`config.mk`:
```
export PLATFORM = sky130hd
export DESIGN_NAME = bus_arbiter
export DESIGN_NICKNAME = d
export VERILOG_FILES = /design/src/rtl/bus_arbiter.sv
export SDC_FILE = /design/constraint.sdc
export NUM_CORES = 1
export LEC_CHECK = 0
export ABC_AREA = 1
export CORE_AREA = 2 2 39 41
export CTS_BUF_LIST = sky130_fd_sc_hd__clkbuf_8
export DETAILED_ROUTE_END_ITERATION = 8
export DIE_AREA = 0 0 41 43
export PLACE_DENSITY_LB_ADDON = 0.1
export SLEW_MARGIN = 10
export SYNTH_ARGS = -nofsm -noshare
export SYNTH_HDL_FRONTEND = slang
export SYNTH_SLANG_ARGS = --single-unit
export TNS_END_PERCENT = 10
```
`constraint.sdc`:
```
create_clock -name clk -period 2.3 [get_ports clk]
set_clock_uncertainty 0.2 [all_clocks]
set_input_delay 0.23 -clock clk [delete_from_list [all_inputs] [get_ports clk]]
set_output_delay 0.23 -clock clk [all_outputs]
set_load 0.005 [all_outputs]
```
`src/rtl/bus_arbiter.sv`:
```
`default_nettype none
// ============================================================================
// bus_arbiter : registered round-robin arbiter for four masters, with
//               active-low requests/grants and an optional bus-tenure limit.
// Revision    : 1.0
// ============================================================================
module bus_arbiter #(
    parameter int unsigned MAX_HOLD = 0,
    parameter int unsigned HOLD_W   = 8
) (
    input  logic       clk,
    input  logic       reset_,
    input  logic       m0Req_,
    input  logic       m1Req_,
    input  logic       m2Req_,
    input  logic       m3Req_,
    output logic       m0Grnt_,
    output logic       m1Grnt_,
    output logic       m2Grnt_,
    output logic       m3Grnt_,
    output logic [1:0] owner
);

    localparam bit                C_LIMIT_EN  = (MAX_HOLD != 0);
    localparam logic [HOLD_W-1:0] C_HOLD_LAST = HOLD_W'(MAX_HOLD - 1);

    logic [3:0]        req;
    logic [3:0]        others;
    logic [1:0]        cand;
    logic              cand_vld;
    logic [1:0]        owner_q;
    logic [1:0]        owner_d;
    logic [HOLD_W-1:0] hold_q;
    logic [HOLD_W-1:0] hold_d;

    assign req    = ~{m3Req_, m2Req_, m1Req_, m0Req_};
    assign others = req & ~(4'b0001 << owner_q);

    // Scan from the farthest offset down so the nearest requester after the
    // owner is the one left in cand.
    always_comb begin
        cand     = owner_q;
        cand_vld = 1'b0;
        for (int k = 3; k >= 1; k--) begin
            if (others[owner_q + 2'(k)]) begin
                cand     = owner_q + 2'(k);
                cand_vld = 1'b1;
            end
        end
    end

    always_comb begin
        owner_d = owner_q;
        hold_d  = '0;
        if (cand_vld) begin
            if (!req[owner_q] || (C_LIMIT_EN && (hold_q >= C_HOLD_LAST))) begin
                owner_d = cand;
            end else begin
                hold_d = (hold_q == '1) ? hold_q : hold_q + HOLD_W'(1);
            end
        end
    end

    always_ff @(posedge clk or negedge reset_) begin
        if (!reset_) begin
            owner_q <= 2'd0;
            hold_q  <= '0;
        end else begin
            owner_q <= owner_d;
            hold_q  <= hold_d;
        end
    end

    // Grants decode only the registered owner, so exactly one is ever low.
    assign m0Grnt_ = (owner_q != 2'd0);
    assign m1Grnt_ = (owner_q != 2'd1);
    assign m2Grnt_ = (owner_q != 2'd2);
    assign m3Grnt_ = (owner_q != 2'd3);
    assign owner   = owner_q;

endmodule
`default_nettype wire
```
==> results of run 1 <==
## stage by stage
stage               std cells  setup slack (ns)   util  area [um^2]  power, mW
finish                     92             0.279  0.410          568      0.886
global route               92             0.182  0.410          568       1.00
CTS                        92             0.251  0.410          568      0.904
detailed placement         88             0.370  0.373          517      0.755
global placement           88             0.379  0.373          517      0.766
floorplan                  61             0.544      -          390      0.578
## layer usage
layer | wire length, um | up-vias | share of wire
met5 | 0 | - | 0
met4 | 0 | 0 | 0
met3 | 21 | 0 | 0.026
met2 | 409 | 6 | 0.51
met1 | 374 | 156 | 0.46
li1 | - | 213 | -
## critical path, stage by stage, from the launching register on
cell and delay [ns]:
sky130_fd_sc_hd__dfrtp_1 0.55, sky130_fd_sc_hd__inv_8 0.08, sky130_fd_sc_hd__ha_1 0.22, sky130_fd_sc_hd__inv_1 0.05, sky130_fd_sc_hd__clkdlybuf4s50_1 0.48
## cell families after synthesis
kind of cell | after synthesis | share of synthesized area
AOI/OAI and AO/OA | 5 | 0.0929
DFF | 2 | 0.128
adders and majority gates | 4 | 0.128
buffers and inverters | 11 | 0.144
and+or+nand+nor | 39 | 0.506
## synth_stat cells
master	count	area, um^2
sky130_fd_sc_hd__nand3_2	1	10.0
sky130_fd_sc_hd__o21ai_2	3	26.3
sky130_fd_sc_hd__dfrtp_1	2	50.1
sky130_fd_sc_hd__o21ai_1	1	5.00
sky130_fd_sc_hd__nor2_1	7	26.3
sky130_fd_sc_hd__inv_8	1	11.3
sky130_fd_sc_hd__or2_1	1	6.26
sky130_fd_sc_hd__nand3_1	2	10.0
sky130_fd_sc_hd__inv_2	2	7.51
sky130_fd_sc_hd__nand2_1	12	45.0
sky130_fd_sc_hd__nor2_2	2	12.5
sky130_fd_sc_hd__buf_6	1	11.3
sky130_fd_sc_hd__a21oi_1	1	5.00
sky130_fd_sc_hd__ha_1	4	50.1
sky130_fd_sc_hd__inv_1	7	26.3
sky130_fd_sc_hd__nand2_2	14	87.6
## worst max-delay path by stage
stage / start / end / slack (ns) / depth (start not counted)
floorplan: owner[0] / owner[0] / 0.54 / 13
detailed placement: owner[0] / owner[0] / 0.37 / 12
global route: owner[0] / m0Grnt_ / 0.18 / 4
global placement: owner[0] / owner[0] / 0.38 / 12
CTS: owner[0] / m0Grnt_ / 0.25 / 4
finish: owner[0] / m0Grnt_ / 0.28 / 4
## area by class of cell
class / count / area, um^2
inverters: 10 / 45.0
well taps: 16 / 20.0
clock buffers: 3 / 41.3
fillers: 154 / 816
repair buffers: 13 / 128
flip-flops and latches: 2 / 50.0
multi-input cells: 48 / 284
## where the power goes
part / internal, mW / switching, mW / leakage, nW
registers: 0.0550 / 0.0468 / 0.0245
clock network: 0.111 / 0.0265 / 0.0216
logic: 0.295 / 0.352 / 0.240
## timing repair
action	in CTS	in global routing
setup endpoints to repair	0	0
hold buffers	1	0
endpoints found under the hold margin	2	0
==> reports/qor.log, run 1 <==
INFO  job            cap_viol_max_count=0
INFO  outcome        status=complete, no violations
INFO  cts            max-clock-path-buffers=2
INFO  synth          mappedNetlistNets=71
INFO  cells_and_area area.growth.synth_to_final=45.5%
INFO  sta            grt_setup_unrepaired=false
INFO  cells_and_area finalNetCount=88
INFO  sta            layout_worst_path_cycle_share=0.879
INFO  power          power.static_leakage=0.286nW
INFO  floorplanning  fp.dieW=41um
INFO  sta            final_period_minus_worst_setup_slack=2.02ns
INFO  cts            clk-insertion-delay-late=0.21ns
INFO  cts            cts-htree-levels=1
INFO  sta            max_slew_violation_count=0
INFO  setup_path     r2r_setup_slack=0.39ns
INFO  setup_path     rr_endpoint=owner[0]
INFO  sta            max-slew-margin-rel=0.756
INFO  setup_path     timing.critical_path.arrival=1.59ns
INFO  drt            wl=805um
INFO  sta            worst_hold_slack=0.511ns
INFO  synth          synth_cell_types=16
INFO  cts            post-cts-setup-buffer-count=0
INFO  drt            drt_antenna_net_count=0
INFO  synth          yosysWarningCount=0
INFO  setup_path     r2r.worst_path.cells=12
INFO  cts            clkSlewWorstSetupHoldPaths=0.03ns
INFO  drt            detailedRoute.firstIterationViolations=8
INFO  floorplanning  chipHeight=43um
INFO  setup_path     reg2reg_from=owner[0]
INFO  synth          synth_seq_cells=2
INFO  cells_and_area layout.cells.most_common=sky130_fd_sc_hd__nand2_2
INFO  synth          netlist_instances=61
INFO  floorplanning  die_area=1760um^2
INFO  global_routing grt_first_pass_wirelength=1.40mm
INFO  worst_hold_path hold_class=reg -> reg
INFO  cells_and_area largest_reg_flops=2
INFO  drt            drtPass1Iterations=4
INFO  global_routing use_met2=0.169
INFO  setup_path     timing.critical_path.required=1.87ns
INFO  sta            maxClockFrequency=495MHz
INFO  cells_and_area number_of_diodes_added_for_antenna_fixing=0
INFO  global_routing maximum_number_of_pins_on_one_net_before_global_route_repair=9
INFO  power          p_per_area=1560nW/um^2
INFO  global_routing grt_antenna_before_repair=0
INFO  drt            number_of_vias_in_the_routed_layout=375
INFO  cts            cts-resized-gates=0
INFO  floorplanning  placement_rows=14
INFO  global_routing global_route.overflow_total=0
INFO  cells_and_area layout_cells_sized_above_1=0.355
INFO  sta            worst_pin_slew=0.367ns
INFO  setup_path     timing.setup.critical_path_class=reg -> out
INFO  drt            detail_route.wl_per_cell=8.75um
INFO  setup_path     timing.critical_path.fanout_max=8
INFO  synth          synth.yosys.seq_area_share=0.128
INFO  drt            via_per_inst=4.08
INFO  sta            tns=0ns
INFO  global_routing global_route.usage.met3=0
INFO  cts            clock_tree.root_cell=sky130_fd_sc_hd__clkbuf_8
INFO  worst_hold_path hold_depth=2
INFO  floorplanning  boundaryPins=12
INFO  cts            tritoncts=done
INFO  synth          syn_avg_cell_area=6.40um^2
INFO  global_routing vias_in_the_first_global_route=375
INFO  global_routing grt_util_met1=0.154
INFO  synth          post_synth_instance_area=390um^2
INFO  cts            cts-buffers-inserted=3
INFO  cts            numClockSinks=2
INFO  setup_path     worstSetupStartpointType=flip-flop
INFO  power          worst_ir_drop_vdd=0.771mV
INFO  global_routing gr-usage-all-layers=0.114
INFO  sta            timing.final.setup_violations=0
INFO  worst_hold_path worstHoldStart=owner[0]
INFO  drt            drc=0
INFO  global_routing gr-max-usage-layer=met2
INFO  floorplanning  floorplan.initialDensity=0.282
INFO  cells_and_area most-common-layout-cells=sky130_fd_sc_hd__nand2_2 (14), sky130_fd_sc_hd__nand2_1 (12), sky130_fd_sc_hd__clkdlybuf4s50_1 (11)
INFO  worst_hold_path whs_endpoint=owner[0]
INFO  place          finalWeightedCongestion=0.699
INFO  place          io_buffers=11
INFO  place          place_hpwl=637um
INFO  floorplanning  fp.coreArea=1380um^2
INFO  sta            final_report_hold_violation_count=0
INFO  setup_path     worst_setup_path_end_kind=output pin
Power figures use the tool's default switching activity.
==> inputs of run 2 (changes only) <==
--- a/config.mk
+++ b/config.mk
@@ -6,6 +6,8 @@
 export NUM_CORES = 1
 export LEC_CHECK = 0
 export ABC_AREA = 1
+export CELL_PAD_IN_SITES_DETAIL_PLACEMENT = 0
+export CELL_PAD_IN_SITES_GLOBAL_PLACEMENT = 1
 export CORE_AREA = 2 2 39 41
 export CTS_BUF_LIST = sky130_fd_sc_hd__clkbuf_8
 export DETAILED_ROUTE_END_ITERATION = 8
==> run 2 against run 1 <==
  * Register-to-register slack got worse by 0.09 ns
  * Sequential share of layout area stayed put
  * Count of clock-buffer cells in the layout unchanged
  * Combinational power up 2%
  * First-iteration DRC count shrank 75%
  * Total power increased by 0.80%
  * Non-clock buffer count stayed put
  * Critical path type unchanged
  * Highest routed layer is now met4
==> reports/qor.log, run 2 (synthesis gave the netlist of run 1 again) <==
INFO  cells_and_area number_of_diodes_added_for_antenna_fixing=0
INFO  cts            cts_hold_buffers=1
INFO  sta            timing.final.setup_violations=0
INFO  sta            max_slew_violation_count=0
INFO  drt            drt_antenna_net_count=0
INFO  drt            via_per_inst=4.35
INFO  setup_path     r2r.worst_path.cells=12
INFO  sta            maxClockFrequency=471MHz
INFO  cells_and_area layout.cells.most_common=sky130_fd_sc_hd__nand2_2
INFO  setup_path     r2r_setup_slack=0.30ns
INFO  cells_and_area largest_reg_flops=2
INFO  cts            max-clock-path-buffers=2
INFO  power          power.static_leakage=0.286nW
INFO  global_routing grt_antenna_before_repair=0
INFO  global_routing vias_in_the_first_global_route=368
INFO  place          finalWeightedCongestion=0.635
INFO  sta            tns=0ns
INFO  setup_path     reg2reg_from=owner[0]
INFO  floorplanning  boundaryPins=12
INFO  cells_and_area n_fill_cell=143
INFO  drt            drc=0
INFO  cells_and_area layout_cells_sized_above_1=0.355
INFO  place          io_buffers=11
INFO  cells_and_area area.growth.synth_to_final=45.5%
INFO  place          place_hpwl=638um
INFO  global_routing maximum_number_of_pins_on_one_net_before_global_route_repair=13
INFO  power          fin_total_pwr=893uW
INFO  floorplanning  fp.dieW=41um
INFO  worst_hold_path worstHoldStart=owner[1]
INFO  worst_hold_path whs_endpoint=owner[1]
INFO  sta            final_period_minus_worst_setup_slack=2.12ns
INFO  power          pwr-share-clk=0.155
INFO  place          place_worst_setup_slack=0.283ns
INFO  sta            grt_setup_unrepaired=false
INFO  cells_and_area finalNetCount=88
INFO  floorplanning  die_area=1760um^2
INFO  cts            post-cts-setup-buffer-count=0
INFO  sta            max-slew-margin-rel=0.665
INFO  global_routing gr-usage-all-layers=0.129
INFO  setup_path     worstSetupStartpointType=flip-flop
INFO  worst_hold_path hold_class=reg -> reg
INFO  floorplanning  floorplan.initialDensity=0.282
INFO  cts            cts-buffers-inserted=3
INFO  power          internal_power_summed_over_all_cells=464uW
INFO  sta            layout_worst_path_cycle_share=0.924
INFO  setup_path     rr_endpoint=owner[0]
INFO  setup_path     timing.critical_path.arrival=1.69ns
INFO  cts            cts-htree-levels=1
INFO  cts            clkSlewWorstSetupHoldPaths=0.03ns
INFO  setup_path     timing.critical_path.fanout_max=12
INFO  drt            wl=818um
INFO  setup_path     worstPathCellList=inv_8, ha_1, inv_1, clkdlybuf4s50_1
INFO  power          comb_power_share=0.735
INFO  cts            cts-resized-gates=0
INFO  floorplanning  fp.coreArea=1380um^2
INFO  floorplanning  placement_rows=14
INFO  outcome        status=complete, no violations
INFO  setup_path     worst_path_largest_cell_delay=0.64ns
INFO  power          p_per_area=1570nW/um^2
INFO  cts            clk-insertion-delay-late=0.21ns
INFO  global_routing grt_first_pass_wirelength=1.48mm
INFO  setup_path     worst_setup_path_end_kind=output pin
INFO  power          register_share_of_total_power=0.110
INFO  cts            clock_tree.root_cell=sky130_fd_sc_hd__clkbuf_8
INFO  job            cap_viol_max_count=0
INFO  setup_path     timing.critical_path.required=1.87ns
INFO  floorplanning  chipHeight=43um
INFO  sta            setup_slack=0.176ns
INFO  power          worst_ir_drop_vdd=0.755mV
INFO  setup_path     timing.critical_path.slowest_stage_cell=sky130_fd_sc_hd__dfrtp_1
INFO  power          power_switching_share=0.481
INFO  power          netSwitchingPower=429uW
INFO  drt            drtPass1Iterations=3
INFO  drt            number_of_vias_in_the_routed_layout=400
INFO  cts            tritoncts=done
INFO  worst_hold_path hold_depth=2
INFO  cells_and_area most-common-layout-cells=sky130_fd_sc_hd__nand2_2 (14), sky130_fd_sc_hd__nand2_1 (12), sky130_fd_sc_hd__clkdlybuf4s50_1 (11)
INFO  drt            detail_route.wl_per_cell=8.89um
INFO  cts            numClockSinks=2
INFO  global_routing global_route.overflow_total=0
INFO  setup_path     timing.setup.critical_path_class=reg -> out
INFO  sta            worst_pin_slew=0.502ns
INFO  drt            detailedRoute.firstIterationViolations=2
INFO  sta            final_report_hold_violation_count=0
## run 2: how the worst max path moves through the flow
stage / from / endpoint / cells past startpoint / slack (ns)
after floorplan: owner[0] / owner[0] / 13 / 0.54
after global placement: owner[0] / owner[0] / 12 / 0.26
after detailed placement: owner[0] / owner[0] / 12 / 0.28
after CTS: owner[0] / m2Grnt_ / 4 / 0.16
after global routing: owner[0] / m0Grnt_ / 4 / 0.07
final: owner[0] / m0Grnt_ / 4 / 0.18
## run 2: critical path: cells and delay by family, from the launching register on
kind	cells	cell delay, ns
flip-flops	1	0.64
adder cells (fa/ha/maj)	1	0.23
buffers and inverters	3	0.61
## run 2: through the flow
stage | hold WS [ns] | cells | util | instance area, um^2
after detailed placement | 0.203 | 88 | 0.373 | 517
after global placement | 0.202 | 88 | 0.373 | 517
after floorplan | -0.266 | 61 | - | 390
after global routing | 0.413 | 92 | 0.410 | 568
after CTS | 0.384 | 92 | 0.410 | 568
final | 0.374 | 92 | 0.410 | 568
## run 2: area by class of cell
type / count / area (um^2) / area share
Tap cell: 16 / 20.0 / 0.0352
Multi-Input combinational cell: 48 / 284 / 0.500
Inverter: 10 / 45.0 / 0.0793
Sequential cell: 2 / 50.0 / 0.0881
Timing Repair Buffer: 13 / 128 / 0.225
Clock buffer: 3 / 41.3 / 0.0727
## run 2: power by group through the flow
stage / registers, mW / logic, mW / clock network (mW)
after CTS: 0.0984 / 0.671 / 0.142
after global placement: 0.0994 / 0.677 / 0
after floorplan: 0.0833 / 0.495 / 0
after global routing: 0.102 / 0.754 / 0.147
after detailed placement: 0.0988 / 0.664 / 0
final: 0.0979 / 0.657 / 0.138
## run 2: layer usage
metal | wire [um] | track usage | vias up | share of wire
li1 | - | - | 214 | -
met1 | 366 | 0.168 | 174 | 0.45
met2 | 392 | 0.172 | 8 | 0.48
met3 | 28 | 0.0314 | 4 | 0.034
met4 | 29 | 0.100 | 0 | 0.035
met5 | 0 | 0 | - | 0
